===== src/rtl/rr_mux_stream_if.sv =====
// Handshake bundle for rr_mux_stream: N producer channels in, one registered stream out.
// slave is the mux side, master is the producer/consumer side driving it.
interface rr_mux_stream_if #(
  parameter int N = 8,
  parameter int W = 8
);
  localparam int SW = $clog2(N);

  logic            mode;
  logic [SW-1:0]   sel;
  logic [N*W-1:0]  in_data;
  logic [N-1:0]    in_valid;
  logic [N-1:0]    in_ready;
  logic [W-1:0]    out_data;
  logic            out_valid;
  logic            out_ready;
  logic [SW-1:0]   out_ch;

  modport slave (
    input  mode, sel, in_data, in_valid, out_ready,
    output in_ready, out_data, out_valid, out_ch
  );

  modport master (
    output mode, sel, in_data, in_valid, out_ready,
    input  in_ready, out_data, out_valid, out_ch
  );
endinterface


===== src/rtl/rr_mux_stream.sv =====
// N:1 streaming multiplexer with round-robin or fixed-channel arbitration
// feeding a single output register (1-cycle latency, 1 beat/cycle sustained).
module rr_mux_stream #(
  parameter int N = 8,
  parameter int W = 8
) (
  input logic          clk,
  input logic          rst,
  rr_mux_stream_if.slave s
);
  localparam int SW = $clog2(N);

  logic [SW-1:0] last_p1;
  logic [SW-1:0] ch_p1;
  logic [W-1:0]  data_p1;
  logic          vld_p1;

  logic          load;
  logic          xfer;
  logic          gnt_vld;
  logic [SW-1:0] gnt_idx;
  logic [SW:0]   rr_gnt;

  // Returns {found, index}: first valid channel after 'last', wrapping around.
  function automatic logic [SW:0] rr_pick(input logic [N-1:0] v, input logic [SW-1:0] last);
    logic [SW:0] res;
    int          k;
    res = '0;
    for (int off = N; off >= 1; off--) begin
      k = (int'(last) + off) % N;
      if (v[k]) res = {1'b1, SW'(k)};
    end
    return res;
  endfunction

  // Stage p0: arbitration, combinational from current inputs
  assign load   = ~vld_p1 | s.out_ready;
  assign rr_gnt = rr_pick(s.in_valid, last_p1);

  always_comb begin
    gnt_vld = 1'b0;
    gnt_idx = '0;
    if (s.mode) begin
      // An out-of-range sel (non power-of-two N) never grants.
      if (int'(s.sel) < N && s.in_valid[s.sel]) begin
        gnt_vld = 1'b1;
        gnt_idx = s.sel;
      end
    end else begin
      gnt_vld = rr_gnt[SW];
      gnt_idx = rr_gnt[SW-1:0];
    end
  end

  assign xfer       = load & gnt_vld & ~rst;
  assign s.in_ready = xfer ? ({{(N-1){1'b0}}, 1'b1} << gnt_idx) : '0;

  // Stage p1: output register and last-grant pointer
  always_ff @(posedge clk) begin
    if (rst) begin
      vld_p1  <= 1'b0;
      data_p1 <= '0;
      ch_p1   <= '0;
      last_p1 <= SW'(N - 1);
    end else if (xfer) begin
      vld_p1  <= 1'b1;
      data_p1 <= s.in_data[gnt_idx*W +: W];
      ch_p1   <= gnt_idx;
      last_p1 <= gnt_idx;
    end else if (s.out_ready) begin
      vld_p1  <= 1'b0;
    end
  end

  assign s.out_valid = vld_p1;
  assign s.out_data  = data_p1;
  assign s.out_ch    = ch_p1;
endmodule


===== src/flat_wrapper.sv =====
// flat-port wrapper written by rule: the top's interface ports become plain ports
module rr_mux_stream_flat 
#(
  parameter int N = 8,
  parameter int W = 8
)
  (clk, rst, s_mode, s_sel, s_in_data, s_in_valid, s_out_ready, s_in_ready, s_out_data, s_out_valid, s_out_ch);
  rr_mux_stream_if #(.N(N), .W(W)) s_i ();
  input logic clk;
  input logic rst;
  input wire logic [$bits(s_i.mode)-1:0] s_mode;
  input wire logic [$bits(s_i.sel)-1:0] s_sel;
  input wire logic [$bits(s_i.in_data)-1:0] s_in_data;
  input wire logic [$bits(s_i.in_valid)-1:0] s_in_valid;
  input wire logic [$bits(s_i.out_ready)-1:0] s_out_ready;
  output wire logic [$bits(s_i.in_ready)-1:0] s_in_ready;
  output wire logic [$bits(s_i.out_data)-1:0] s_out_data;
  output wire logic [$bits(s_i.out_valid)-1:0] s_out_valid;
  output wire logic [$bits(s_i.out_ch)-1:0] s_out_ch;
  assign s_i.mode = s_mode;
  assign s_i.sel = s_sel;
  assign s_i.in_data = s_in_data;
  assign s_i.in_valid = s_in_valid;
  assign s_i.out_ready = s_out_ready;
  assign s_in_ready = s_i.in_ready;
  assign s_out_data = s_i.out_data;
  assign s_out_valid = s_i.out_valid;
  assign s_out_ch = s_i.out_ch;
  rr_mux_stream #(.N(N), .W(W)) u_core (.clk(clk), .rst(rst), .s(s_i));
endmodule

===== config.mk =====
export PLATFORM = sky130hd
export DESIGN_NAME = rr_mux_stream_flat
export DESIGN_NICKNAME = d
export VERILOG_FILES = /design/src/rtl/rr_mux_stream_if.sv /design/src/rtl/rr_mux_stream.sv /design/src/flat_wrapper.sv
export SDC_FILE = /design/constraint.sdc
export NUM_CORES = 1
export LEC_CHECK = 0
export CORE_MARGIN = 10
export CORE_UTILIZATION = 41
export DETAILED_ROUTE_END_ITERATION = 12
export GPL_TIMING_DRIVEN = 0
export PLACE_DENSITY = 0.77
export SYNTH_ARGS = -nofsm -noshare
export SYNTH_HDL_FRONTEND = slang
export SYNTH_SLANG_ARGS = --single-unit

===== constraint.sdc =====
create_clock -name clk -period 5.2 [get_ports clk]
set_input_delay 1.04 -clock clk [delete_from_list [all_inputs] [get_ports clk]]
set_output_delay 1.04 -clock clk [all_outputs]
set_load 0.1 [all_outputs]

# [After elaboration in Yosys (flattened, before gate mapping)]
# Index checks and enable logic that the tools add are counted.
[totals] out_inout_bits=20 reg_bits=15
[classes] n_reduce_logical=9 muxes=41 n_bitwise=13 n_addsub=8 shifts=2 n_lt_le_gt_ge=9
[op_table] op="$shiftx 64x7->8" count=1
[op_table] op="$lt 4x5->1 const B" count=8
[op_table] op="$mux 4" count=8
[op_table] op="$bmux 1 s3" count=9
[op_table] op="$reduce_or 3->1" count=8
[op_table] op="$mux 1" count=21
[op_table] op="$add 3x3->3 const B" count=4
[op_table] op="$and 1x1->1 const A" count=8
[op_table] op="$mux 8" count=1
[op_table] op="$shl 1x3->8 const A" count=1
[op_table] op="$add 3x1->3 const B" count=2
[op_table] op="$add 3x2->3 const B" count=2
[op_table] op="$mux 3" count=2
[op_table] op="$lt 3x4->1 const B" count=1
[op_table] op="$and 1x1->1" count=2
[op_table] op="$not 1->1" count=2
[op_table] op="$reduce_bool 2->1" count=1
[op_table] op="$or 1x1->1" count=1

# [Logic depth before layout (Yosys ltp)]
[depth] depth_word=18 depth_mapped=16

# [Least setup slack after synthesis]
# OpenSTA, ideal clock, no wires.
[synth_path] kind="flip-flop to output port" from="reg u_core.last_p1[1]" to="out s_in_ready[0]" arrival_ps=5397 stages_incl_launch_ff=14 slack_ps=-1237 path_buffers=4 path_cell_list="dfxtp_1 clkbuf_1 inv_1 ha_1 buf_4 mux4_2 mux2_2 nand2_1 o2111ai_1 a211o_1 nand2_1 buf_2 clkbuf_1 nor3b_1"
[synth_via] elab_chain_cells=16 elab_cells_between_ends=46
[synth_lines] item="start: declaration" line="rr_mux_stream.sv:13" source="logic [SW-1:0] last_p1;"
[synth_lines] item="start signal: assignment" line="rr_mux_stream.sv:64" source="last_p1 <= SW'(N - 1);"
[synth_lines] item="start signal: assignment" line="rr_mux_stream.sv:69" source="last_p1 <= gnt_idx;"
[synth_lines] item="$add 3x1->3" line="rr_mux_stream.sv:30" source="k = (int'(last) + off) % N;"
[synth_lines] item="$bmux 1 s3" line="rr_mux_stream.sv:31" source="if (v[k]) res = {1'b1, SW'(k)};"
[synth_lines] item="$mux 1 (not written as such) (2 in series)" line="rr_mux_stream.sv:31"
[synth_lines] item="$mux 4 (7 in series)" line="rr_mux_stream.sv:31"
[synth_lines] item="$mux 4 *" line="rr_mux_stream.sv:31"
[synth_lines] item="$mux 1" line="rr_mux_stream.sv:43" source="if (s.mode) begin"
[synth_lines] item="$and 1x1->1 (2 in series)" line="rr_mux_stream.sv:55" source="assign xfer = load & gnt_vld & ~rst;"
[synth_lines] item="$mux 8 *" line="rr_mux_stream.sv:56" source="assign s.in_ready = xfer ? ({{(N-1){1'b0}}, 1'b1} << gnt_idx) : '0;"
[synth_lines] item="end: declaration" line="flat_wrapper.sv:16" source="output wire logic [$bits(s_i.in_ready)-1:0] s_in_ready;"
# Every way passes the cells marked *; elsewhere a longest branch is shown, timed or not. The select of a mux whose other input is x is not followed.

# [Worst setup path in the final report]
[layout_path] from="in s_in_valid[0]" to="out s_in_ready[1]"
[layout_via] elab_chain_cells=15 elab_cells_between_ends=42
[layout_lines] item="start: declaration" line="flat_wrapper.sv:14" source="input wire logic [$bits(s_i.in_valid)-1:0] s_in_valid;"
[layout_lines] item="$bmux 1 s3" line="rr_mux_stream.sv:31"
[layout_lines] item="$mux 1 (not written as such) (2 in series)" line="rr_mux_stream.sv:31"
[layout_lines] item="$mux 4 (8 in series)" line="rr_mux_stream.sv:31"
[layout_lines] item="$mux 1" line="rr_mux_stream.sv:43"
[layout_lines] item="$and 1x1->1 (2 in series)" line="rr_mux_stream.sv:55"
[layout_lines] item="$mux 8 *" line="rr_mux_stream.sv:56"
# Marked as above.

==> metrics.cfg <==
[status]
status=completed

[die]
io_pins=99
dieArea_um2=9200
initial_utilization_pct=42.7
coreArea_um2=5540
die_h_um=95.9
die_x_um=95.9
fp-row-count=27

[clock_tree]
cts_buffers=3
clk_latency_ns=0.24
clk_transition_reported_paths_ns=0.06
clockRootBuffer=clkbuf_8
cts_tree=yes
clock_path_buffers=2
cts_sinks=15
htree_levels=1
cts_hold_buf=0

[yosys]
ys_types=55
synth.area.top_cells=dfxtp_1 13%, mux4_2 10%, mux2i_1 9.7%, mux2_2 6.2%, a211oi_1 3.8%
synth_edf_count=0
syn_area_per_cell_um2=8.21
synth_nets=369
syn_area_um2=2360
yosys_warnings=0
ys_ff_latch=15
synth_ff_type=dfxtp_1
synth_async_sr_flop_share_pct=0
ys_seq_area_share_pct=12.7
netlist_instances=288
netlist.area_leader.share_pct=12.7
yosysTopAreaCell=dfxtp_1

[placed_design]
dp_cells=456
port_buffers=96
place_congestion=0.936
place_worst_setup_slack_ns=-1.38
hpwl_um=7590

[timing]
hold_viol=0
fin_ws_ns=0.0932
timing.fmax_mhz=196
finalMaxSlewViolations=0
finClkSkew_ns=0.000569
layout_worst_path_cycle_share_pct=98.2
setup_viol=0
worstMarginPinSlew_ns=1.02
fin_crit_ns=5.11
maxSlewHeadroom_pct=31.7

[power_and_ir_drop]
comb_power_share_pct=87.0
p_int_mw=0.892
seqPwrFrac_pct=8.3
switching_share_pct=55.0
powerDensity_nw_per_um2=548
p_leak_nw=1.43
ir_worst_vdd_mv=0.420
clkPwrFrac_pct=4.8
p_switching_mw=1.09

[drt]
num_vias=2810
drt-pass1-iter-count=5
drc=0
wl_um=9550
initialDrtViolationCount=148
antenna_left=0
wl_per_cell_um=20.5
post_drt_via_cell_ratio=6.03

[setup_path]
worstPathMaxFanout=10
critPathTopFamily=buffers and inverters
cp-start-kind=input port
critPathCaptureType=primary output
r2r_setup_slack_ns=1.18
required_ns=4.16
slowest_delay_ns=0.59
cp.arrival_ns=4.07
crit_buf_inv=4
critical_path_class=in -> out
slowest_stage=mux4_2
worstPathCellList=clkdlybuf4s50_1 -> mux4_2 -> mux2_2 -> a221o_1 -> a31oi_1 -> nor4b_4 -> buf_4 -> buf_2 -> nor3b_2 -> buf_6

[layout]
layout-drive-gt1-share_pct=19.8
utilization_pct=65.2
nets=476
antenna_cells=0
area_growth_pct=52.9
stdcell_count=466

[global_route]
grt_pass1_wl_um=14400
grt-ovfl-total=0
antenna_found_initial=0
grt_max_degree=20
grt_use_total_pct=19.4
first_global_vias=2790

[job]
cap_violations=0

[hold_path]
hp-class=reg -> reg

==> flip-flops by register name, summed over array words and instances, names as in the netlist <==
signal / count
u_core.last_p1: 3
u_core.s.out_valid: 1
u_core.s.out_ch: 3
u_core.s.out_data: 8
==> cell families after synthesis <==
kind of cell	share of synthesized area, %
compound gates	28.2
xor+xnor	1.48
fa+ha+maj	1.06
buf+inv	7.46
flops	12.7
mux	27.0
simple gates	22.1
==> synth_stat cells (4+ instances only) <==
cell type   n
and2_1      4
nor2_1     18
buf_6       4
and3_1      4
mux4_2     11
inv_1       6
a21oi_1    14
nor3_1     10
a311oi_1    9
a211oi_1   12
o21ai_0     5
mux2i_1    23
dfxtp_1    15
nor3b_1     5
nand2b_1   10
nor2b_1     7
clkbuf_1   13
nand2_1    23
buf_2       6
o211ai_1   12
mux2_2     13
a211o_1     9
nand3b_1    4
==> per-layer routing <==
metal	track usage (%)	share of wire, %
met2	31.9	50
met5	0	0
met1	25.3	41
met4	2.58	0.95
met3	5.53	7.8
==> final timing paths <==
path,endpoint,startpoint,depth (start not counted)
worst max-delay path,s_in_ready[1],s_in_valid[0],10
worst min-delay path,u_core.s.out_ch[2]$_SDFFE_PP0P_,u_core.s.out_ch[2]$_SDFFE_PP0P_,2
worst max register to register,u_core.s.out_data[0]$_SDFFE_PP0P_,u_core.last_p1[0]$_SDFFE_PP1P_,15
worst min register to register,u_core.s.out_ch[2]$_SDFFE_PP0P_,u_core.s.out_ch[2]$_SDFFE_PP0P_,2
==> worst register-to-register path, stage by stage, from the launching register on <==
cell	delay, ns
dfxtp_1	0.35
buf_6	0.16
buf_4	0.19
inv_2	0.09
ha_1	0.29
buf_4	0.18
mux4_2	0.57
mux2i_2	0.33
a221o_1	0.20
a31oi_1	0.06
nor4b_4	0.38
buf_4	0.24
buf_6	0.16
mux2i_1	0.09
a211o_1	0.33
a311oi_1	0.30
==> power groups by stage <==
stage / registers [mW] / logic (mW) / clock network (mW)
floorplan: 0.305 / 1.10 / 0
global route: 0.166 / 1.84 / 0.101
global placement: 0.162 / 1.61 / 0
finish: 0.164 / 1.72 / 0.0944
detailed placement: 0.164 / 1.63 / 0
CTS: 0.163 / 1.67 / 0.0950
==> cell type report <==
class | instances | area [µm²]
multi-input combinational | 239 | 1950
fill | 500 | 1930
timing repair buffer | 103 | 1040
sequential | 15 | 304
buffer | 25 | 158
tap | 72 | 90.1
clock buffer | 4 | 45.0
inverter | 8 | 30.0
==> cell usage in the layout, fill, tap and decap left out, types with 11 or more instances in the layout <==
master           count
dfxtp_1             14
nand2_1             21
buf_4               12
a21oi_1             14
o211ai_1            12
nor2_1              18
mux2i_1             22
mux2_2              13
buf_6               13
mux4_2              11
clkdlybuf4s50_1     83
==> per-stage QoR <==
step                instance area (µm²)  total power [mW]  setup TNS [ns]  hold slack [ns]
global placement                   3450              1.77           -9.69            0.434
finish                             3610              1.98               0            0.451
CTS                                3550              1.93               0            0.450
floorplan                          2400              1.41           -1.95            0.782
detailed placement                 3450              1.79           -9.89            0.439
global route                       3610              2.10        -0.00841            0.480
==> repair_timing <==
| item | in CTS | in global routing |
|---|---|---|
| resized for setup | 63 | 17 |
| buffers inserted | 4 | 3 |
| setup endpoints to repair | 8 | 8 |
| gates cloned | 0 | 0 |
| pin swaps | 2 | 3 |
(Power assumes the default switching activity.)
